<file path="config.mk">
export PLATFORM = sky130hd
export DESIGN_NAME = reorder_buffer
export DESIGN_NICKNAME = d
export VERILOG_FILES = /design/src/rtl/reorder_buffer_pkg.sv /design/src/rtl/reorder_buffer_rob_ptr.sv /design/src/rtl/reorder_buffer.sv
export SDC_FILE = /design/constraint.sdc
export NUM_CORES = 1
export LEC_CHECK = 0
export ABC_AREA = 1
export BUFFER_PORTS_ARGS = -buffer_cell sky130_fd_sc_hd__buf_2
export CAP_MARGIN = 10
export CORE_MARGIN = 2
export CORE_UTILIZATION = 35
export CTS_BUF_LIST = sky130_fd_sc_hd__clkbuf_8 sky130_fd_sc_hd__clkbuf_16
export DETAILED_ROUTE_END_ITERATION = 10
export GPL_ROUTABILITY_DRIVEN = 0
export PLACE_DENSITY_LB_ADDON = 0.25
export SLEW_MARGIN = 20
export SYNTH_ARGS = -nofsm -noshare
export SYNTH_HDL_FRONTEND = slang
export SYNTH_SLANG_ARGS = --single-unit
</file>
<file path="constraint.sdc">
create_clock -name clk_i -period 3.2 [get_ports clk_i]
set_clock_uncertainty 0.1 [all_clocks]
set_input_delay 0.32 -clock clk_i [delete_from_list [all_inputs] [get_ports clk_i]]
set_output_delay 0.32 -clock clk_i [all_outputs]
set_load 0.03 [all_outputs]
</file>
<file path="src/rtl/reorder_buffer_pkg.sv">
// Shared core constants for the reorder buffer and its clients (rs, FUs).
// Tag width and writeback port numbering are defined once here.
package reorder_buffer_pkg;

   localparam int unsigned XLEN       = 32;
   localparam int unsigned REG_ADDR_W = 5;
   localparam int unsigned ROB_DEPTH  = 8;
   localparam int unsigned ROB_TAG_W  = $clog2(ROB_DEPTH);
   localparam int unsigned ROB_NWB    = 3;

   localparam int unsigned WB_ARITH = 0;
   localparam int unsigned WB_MUL   = 1;
   localparam int unsigned WB_LSU   = 2;

   typedef struct packed {
      logic                  we;
      logic [REG_ADDR_W-1:0] rd;
      logic [XLEN-1:0]       pc;
   } rob_info_t;

endpackage

</file>
<file path="src/rtl/reorder_buffer_rob_ptr.sv">
// Circular-buffer pointer with an extra wrap bit above the index, so that
// full and empty can be told apart when the indices match.
module rob_ptr #(
   parameter int unsigned TAG_W = 3
) (
   input  logic           clk_i,
   input  logic           reset_i,
   input  logic           clear_i,
   input  logic           inc_i,
   output logic [TAG_W:0] ptr_o
);

   localparam logic [TAG_W:0] PTR_ONE = {{TAG_W{1'b0}}, 1'b1};

   always_ff @(posedge clk_i or negedge reset_i) begin
      if (!reset_i) begin
         ptr_o <= '0;
      end else if (clear_i) begin
         ptr_o <= '0;
      end else if (inc_i) begin
         ptr_o <= ptr_o + PTR_ONE;
      end
   end

endmodule

</file>
<file path="src/rtl/reorder_buffer.sv">
// In-order retirement buffer: entries allocated in program order, completed
// out of order by tag, retired one per cycle onto the regfile write port.
module reorder_buffer
   import reorder_buffer_pkg::*;
#(
   parameter int unsigned DEPTH = ROB_DEPTH,
   parameter int unsigned TAG_W = ROB_TAG_W,
   parameter int unsigned NWB   = ROB_NWB
) (
   input  logic                  clk_i,
   input  logic                  reset_i,
   input  logic                  flush_i,
   input  logic                  alloc_valid_i,
   output logic                  alloc_ready_o,
   output logic [TAG_W-1:0]      alloc_tag_o,
   input  logic [XLEN-1:0]       alloc_pc_i,
   input  logic [REG_ADDR_W-1:0] alloc_rd_addr_i,
   input  logic                  alloc_rd_we_i,
   input  logic [NWB-1:0]        wb_valid_i,
   input  logic [NWB*TAG_W-1:0]  wb_tag_i,
   input  logic [NWB*XLEN-1:0]   wb_value_i,
   output logic                  commit_valid_o,
   output logic [TAG_W-1:0]      commit_tag_o,
   output logic [XLEN-1:0]       commit_pc_o,
   output logic                  rf_w_en_o,
   output logic [REG_ADDR_W-1:0] rf_rd_addr_o,
   output logic [XLEN-1:0]       rf_w_data_o,
   output logic [TAG_W:0]        count_o,
   output logic                  empty_o
);

   logic [TAG_W:0]   head, tail;
   logic [TAG_W-1:0] head_idx, tail_idx;
   logic             full, alloc_fire, commit_fire;

   logic [DEPTH-1:0] busy, done;
   rob_info_t        info  [DEPTH];
   logic [XLEN-1:0]  value [DEPTH];

   logic [TAG_W-1:0] wb_tag [NWB];
   logic [NWB-1:0]   wb_hit;

   assign head_idx = head[TAG_W-1:0];
   assign tail_idx = tail[TAG_W-1:0];
   assign full     = (head_idx == tail_idx) && (head[TAG_W] != tail[TAG_W]);

   assign alloc_ready_o = !full;
   assign alloc_tag_o   = tail_idx;
   assign count_o       = tail - head;
   assign empty_o       = (head == tail);

   assign alloc_fire  = alloc_valid_i && !full && !flush_i;
   // Commit looks only at registered done, so a same-cycle writeback to head waits a cycle.
   assign commit_fire = busy[head_idx] && done[head_idx] && !flush_i;

   always_comb begin
      wb_hit = '0;
      for (int unsigned k = 0; k < NWB; k++) begin
         wb_tag[k] = wb_tag_i[k*TAG_W +: TAG_W];
         wb_hit[k] = wb_valid_i[k] && busy[wb_tag[k]];
      end
   end

   rob_ptr #(.TAG_W(TAG_W)) u_head (
      .clk_i   (clk_i),
      .reset_i (reset_i),
      .clear_i (flush_i),
      .inc_i   (commit_fire),
      .ptr_o   (head)
   );

   rob_ptr #(.TAG_W(TAG_W)) u_tail (
      .clk_i   (clk_i),
      .reset_i (reset_i),
      .clear_i (flush_i),
      .inc_i   (alloc_fire),
      .ptr_o   (tail)
   );

   always_ff @(posedge clk_i or negedge reset_i) begin
      if (!reset_i) begin
         busy <= '0;
         done <= '0;
      end else if (flush_i) begin
         busy <= '0;
         done <= '0;
      end else begin
         for (int unsigned k = 0; k < NWB; k++) begin
            if (wb_hit[k]) done[wb_tag[k]] <= 1'b1;
         end
         if (commit_fire) busy[head_idx] <= 1'b0;
         if (alloc_fire) begin
            busy[tail_idx] <= 1'b1;
            done[tail_idx] <= 1'b0;
         end
      end
   end

   // Payload needs no reset: it is only read while the matching busy/done bits are set.
   // Ascending port order makes the highest port win on a shared tag.
   always_ff @(posedge clk_i) begin
      if (alloc_fire) begin
         info[tail_idx] <= '{we: alloc_rd_we_i, rd: alloc_rd_addr_i, pc: alloc_pc_i};
      end
      for (int unsigned k = 0; k < NWB; k++) begin
         if (wb_hit[k] && !flush_i) value[wb_tag[k]] <= wb_value_i[k*XLEN +: XLEN];
      end
   end

   always_ff @(posedge clk_i or negedge reset_i) begin
      if (!reset_i) begin
         commit_valid_o <= 1'b0;
         commit_tag_o   <= '0;
         commit_pc_o    <= '0;
         rf_w_en_o      <= 1'b0;
         rf_rd_addr_o   <= '0;
         rf_w_data_o    <= '0;
      end else if (commit_fire) begin
         commit_valid_o <= 1'b1;
         commit_tag_o   <= head_idx;
         commit_pc_o    <= info[head_idx].pc;
         rf_w_en_o      <= info[head_idx].we && (info[head_idx].rd != '0);
         rf_rd_addr_o   <= info[head_idx].rd;
         rf_w_data_o    <= value[head_idx];
      end else begin
         commit_valid_o <= 1'b0;
         rf_w_en_o      <= 1'b0;
      end
   end

endmodule

</file>
==> results.cfg, run 1 <==
[placement]
port_buffers = 232
place_ws_ps = 411
dpl.hpwl_microns = 64600
dp.cells = 4809
postPlaceCellArea_sq_um = 34400

[global_route]
grt_pass1_wl_microns = 162000
track_usage = 0.228
overflow = 0
grt_pass1_vias = 25100
antenna_found_initial = 9
grt_max_degree = 148

[route]
via_per_inst = 5.25
route.detailed.drc = 0
wire_per_inst_microns = 21.5
via_count = 26400
first_pass_iters = 5
dr.first_iter.drc_count = 2629
routed_wl_microns = 108000
antenna_left = 0

[sta]
setup_tns_ps = 0
fmax_ghz = 0.348
tightest_slew_ps = 820
layout_min_cycle_time_ps = 2880
setup_ws_ps = 322
relSlewSlack = 0.454
rsz0062_at_grt = false
whs_ps = 32.5
fin_crit_sh = 0.899
finalSetupViolCount = 0
hold_violations = 0
drv_slew = 0

[final_layout]
drive_gt1_frac = 0.125
fillers = 8751
final_cells = 5026
regArea_sq_um = 19300
finish.instance_area_sq_um = 37700
syn2layout_area_growth_pct = 18.6
fin_nets = 3935
multi_input_area_sq_um = 11000

[logic_synthesis]
synth_area_leader_cell = edfxtp_1
synth_fp_nets = 3721
ys_ff_latch = 658
ys_seq_area_frac = 0.606
synthCells = 3565
avgSynthCellArea_sq_um = 8.91
synth_edf_count = 560
synth.most_common_cell = nand2_1
ys_top_cells_by_area = edfxtp_1, nand2_1, dfrtp_1
ys_types = 37
synthArstFlopShare = 0.149
ys.flop_type = edfxtp_1
synth_common_cells = nand2_1, edfxtp_1, nor2_1, o21ai_0, nand3_1
netlist.area_leader.share = 0.529
netlist_area_sq_um = 31800
ys_warn_count = 0

[power]
power_density_nw_per_um2 = 518
switching_share = 0.236
clockPowerShare = 0.448
p_leak_nw = 15.5
seq_power_share = 0.488
vdd_drop_max_v = 0.000400
internal_power_mw = 14.9
comb_power_share = 0.064
p_sw_mw = 4.60

[cts]
cts_tree = done
cts_made_buffers = 76
path_clk_slew_ps = 60
htree_levels = 3
clkLatencyLatePin_ps = 650
cts.sinks = 658
cts_max_path_buffers = 3
clock-root-buffer = clkbuf_16
post_cts_resized = 0

[outcome]
status = finished clean

[die]
die-area_sq_um = 93200
start_util = 0.353
die_w_microns = 305
fp-row-count = 110
coreArea_sq_um = 90000
num_io_pins = 233
die_h_microns = 305

[run]
max_cap_violations = 0

[critical_path]
path_max_fanout = 6
cp-end-kind = primary output
required_ps = 2780
start_kind = flip-flop
arrival_ps = 2460
crit_type = reg2out

[hold_path]
hold_class = in2reg
-- state kept, by name (all words and copies together), names as in the netlist --
register / count
value: 256
rf_w_en_o: 1
rf_rd_addr_o: 5
rf_w_data_o: 32
done: 8
commit_tag_o: 3
info: 304
u_tail.ptr_o: 4
commit_pc_o: 32
commit_valid_o: 1
busy: 8
u_head.ptr_o: 4
-- metal layers --
metal,routed length [microns],global-route usage
met2,51400,0.380
met1,44200,0.303
met4,3050,0.0740
met3,9240,0.0374
met5,27,0
-- logic make-up after synthesis --
family | count (synthesis) | synth area share
flops | 658 | 0.606
mux | 1 | 0.000315
fa+ha+maj | 6 | 0.00260
simple gates | 1991 | 0.250
buf+inv | 382 | 0.0514
compound gates | 524 | 0.0885
xor+xnor | 3 | 0.000827
-- through the flow --
step / power, mW / util
detailed placement: 10.9 / 0.382
CTS: 19.7 / 0.418
finish: 19.5 / 0.419
global placement: 10.9 / 0.382
floorplan: 10.4 / -
global route: 20.1 / 0.418
-- critical path, cell delays in order, from the launching register on --
cell and delay [ps]:
dfrtp_1 540, inv_1 180, ha_1 330, inv_1 60, nor4_1 450, buf_2 290
-- cell type report --
type                            count  share of cell area
Antenna cell                        8            0.000531
Clock buffer                       87              0.0548
Multi-Input combinational cell   2525               0.291
Tap cell                         1176              0.0391
Sequential cell                   658               0.512
Inverter                          132              0.0134
Clock inverter                     54              0.0127
Timing Repair Buffer              386              0.0765
-- cell usage in the layout, fill, tap and decap left out, drive strengths merged, types with 2 or more instances in the layout --
cell,netlist,final
clkbuf,123,87
diode,0,8
nor3,21,21
o21ai,373,373
dfrtp,98,98
a21oi,11,11
bufinv,0,5
nand4,13,13
nand2,1254,1254
dlygate4sd3,0,68
nor2,410,410
o22ai,128,128
buf,127,318
xnor2,2,2
edfxtp,560,560
inv,131,150
clkinv,1,31
o211ai,3,3
nand3,291,291
a31oi,2,2
o21a,2,2
ha,5,5
-- final timing paths --
check / start / end / slack, ps / cells past startpoint
setup / recovery: u_head.ptr_o[1]$_DFFE_PN0P_ / empty_o / 320 / 5
hold / removal: wb_value_i[72] / value[5][8]$_DFFE_PP_ / 30 / 3
setup reg to reg: u_head.ptr_o[1]$_DFFE_PN0P_ / busy[4]$_DFF_PN0_ / 350 / 9
hold reg to reg: commit_pc_o[18]$_DFFE_PN0N_ / commit_pc_o[18]$_DFFE_PN0N_ / 380 / 2
max in group asynchronous: reset_i / rf_w_data_o[27]$_DFFE_PN0N_ / 2040 / 3
min in group asynchronous: reset_i / commit_pc_o[21]$_DFFE_PN0N_ / 140 / 2
-- repair_timing --
action                                 CTS  global route
setup buffers                            0             0
endpoints found under the hold margin  559             0
hold buffers                            68             0
setup endpoints to repair                0             0
-- power groups by stage --
stage	clock network (mW)	logic (mW)	registers, mW
3_5_place_dp	0	1.18	9.71
2_1_floorplan	0	0.549	9.84
4_1_cts	8.90	1.25	9.54
5_1_grt	9.22	1.38	9.55
6_report	8.74	1.24	9.53
3_3_place_gp	0	1.17	9.71
(Power assumes the default switching activity.)
==> run 2: changes to the inputs <==
--- a/config.mk
+++ b/config.mk
@@ -10,7 +10,6 @@
 export CAP_MARGIN = 10
 export CORE_MARGIN = 2
 export CORE_UTILIZATION = 35
-export CTS_BUF_LIST = sky130_fd_sc_hd__clkbuf_8 sky130_fd_sc_hd__clkbuf_16
 export DETAILED_ROUTE_END_ITERATION = 10
 export GPL_ROUTABILITY_DRIVEN = 0
 export PLACE_DENSITY_LB_ADDON = 0.25
==> results.cfg, run 2 (synthesis gave the netlist of run 1 again) <==
[final_layout]
fin_util = 0.419
largest_reg_flops = 304
top_register = info
syn2layout_area_growth_pct = 18.6
finish.instance_area_sq_um = 37700
drive_gt1_frac = 0.125
fillers = 8751
fin_nets = 3935
final_cells = 5026
final_common_cell = nand2_1
final_cell_mix = nand2_1, edfxtp_1, nor2_1

[global_route]
grt_max_degree = 148
grt_use_met2 = 0.380
use_met3 = 0.0374
overflow = 0
grt_pass1_wl_microns = 162000
grt_use_met1 = 0.303
antenna_found_initial = 9
grt_pass1_vias = 25100
track_usage = 0.228
top_usage_layer = met2

[sta]
fin_crit_sh = 0.898
drv_slew = 0
relSlewSlack = 0.455
fmax_ghz = 0.348
tightest_slew_ps = 818
finalSetupViolCount = 0
hold_violations = 0
layout_min_cycle_time_ps = 2880
setup_tns_ps = 0
rsz0062_at_grt = false

[critical_path]
path_max_fanout = 6
start_kind = flip-flop
r2r_setup_slack_ps = 350
ff2ff_path_depth = 9
required_ps = 2780
cp-end-kind = primary output
crit_start = u_head.ptr_o[1]$_DFFE_PN0P_
endpoint = empty_o
crit_type = reg2out
r2r_start = u_head.ptr_o[1]$_DFFE_PN0P_
r2r-end = busy[4]$_DFF_PN0_
arrival_ps = 2460

[placement]
postPlaceCellArea_sq_um = 34400
dpl.hpwl_microns = 64600
dp.cells = 4809
port_buffers = 232

[cts]
cts_tree = done
htree_levels = 3
path_clk_slew_ps = 60
cts.sinks = 658
cts_max_path_buffers = 3
clkLatencyLatePin_ps = 650
cts_made_buffers = 76
post_cts_resized = 0
clock-root-buffer = clkbuf_16

[power]
p_leak_nw = 15.4
seq_power_share = 0.487
vdd_drop_max_v = 0.000398
comb_power_share = 0.064
clockPowerShare = 0.449
power_density_nw_per_um2 = 519
p_sw_mw = 4.59
internal_power_mw = 15.0
switching_share = 0.235

[die]
start_util = 0.353
die_h_microns = 305
num_io_pins = 233
coreArea_sq_um = 90000
fp-row-count = 110
die-area_sq_um = 93200
die_w_microns = 305

[route]
routed_wl_microns = 108000
route.detailed.drc = 0
antenna_left = 0
via_count = 26300
wire_per_inst_microns = 21.4
via_per_inst = 5.24
first_pass_iters = 8
dr.first_iter.drc_count = 2611

[hold_path]
hold_class = in2reg

[outcome]
status = finished clean

[run]
max_cap_violations = 0
run 2: cell count changes in the layout (fill, tap and decap cells not counted), sizes merged:
cell,previous run,this run
inv,150,133
clkbuf,87,104
run 2: power by group through the flow:
stage	combinational, mW	sequential, mW	clock, mW
after floorplan	0.549	9.84	0
after global placement	1.17	9.71	0
after detailed placement	1.18	9.71	0
after CTS	1.25	9.54	8.95
after global routing	1.38	9.55	9.27
final	1.24	9.53	8.79
run 2: per-stage QoR:
step	hold WS, ps	total power, mW	setup slack (ps)
floorplan	-75.6	10.4	149
global placement	256	10.9	421
detailed placement	255	10.9	411
CTS	0.956	19.7	281
global route	33.2	20.2	205
finish	35.4	19.6	325
run 2: area by class of cell:
class | instances | area, sq um | share of cell area
Clock inverter | 37 | 413 | 0.0110
Clock buffer | 104 | 2130 | 0.0565
Antenna cell | 8 | 20.0 | 0.000531
Multi-Input combinational cell | 2525 | 11000 | 0.291
Tap cell | 1176 | 1470 | 0.0391
Sequential cell | 658 | 19300 | 0.512
Inverter | 132 | 503 | 0.0134
Timing Repair Buffer | 386 | 2880 | 0.0765
run 2: metal layers:
| layer | vias up | routed length [microns] |
|---|---|---|
| li1 | 12400 | - |
| met1 | 12500 | 43900 |
| met2 | 1146 | 51400 |
| met3 | 204 | 9340 |
| met4 | 4 | 3000 |
| met5 | - | 27 |
run 2: how the worst min path moves through the flow:
stage / startpoint / endpoint / slack [ps] / cells after the start
finish: wb_value_i[89] / value[7][25]$_DFFE_PP_ / 40 / 3
global route: wb_value_i[89] / value[7][25]$_DFFE_PP_ / 30 / 3
CTS: wb_value_i[89] / value[7][25]$_DFFE_PP_ / 1 / 3
detailed placement: reset_i / commit_pc_o[21]$_DFFE_PN0N_ / 260 / 1
global placement: reset_i / commit_pc_o[21]$_DFFE_PN0N_ / 260 / 1
floorplan: reset_i / busy[0]$_DFF_PN0_ / -80 / 0
run 2: critical path, stage by stage (launching register included):
cell	delay, ps
dfrtp_1	530
inv_1	180
ha_1	330
inv_1	60
nor4_1	450
buf_2	290
run 2: what timing repair did:
| item | 4_1_cts | 5_1_grt |
|---|---|---|
| hold buffers | 68 | 0 |
| hold endpoints to repair | 559 | 0 |
| buffers inserted | 0 | 0 |
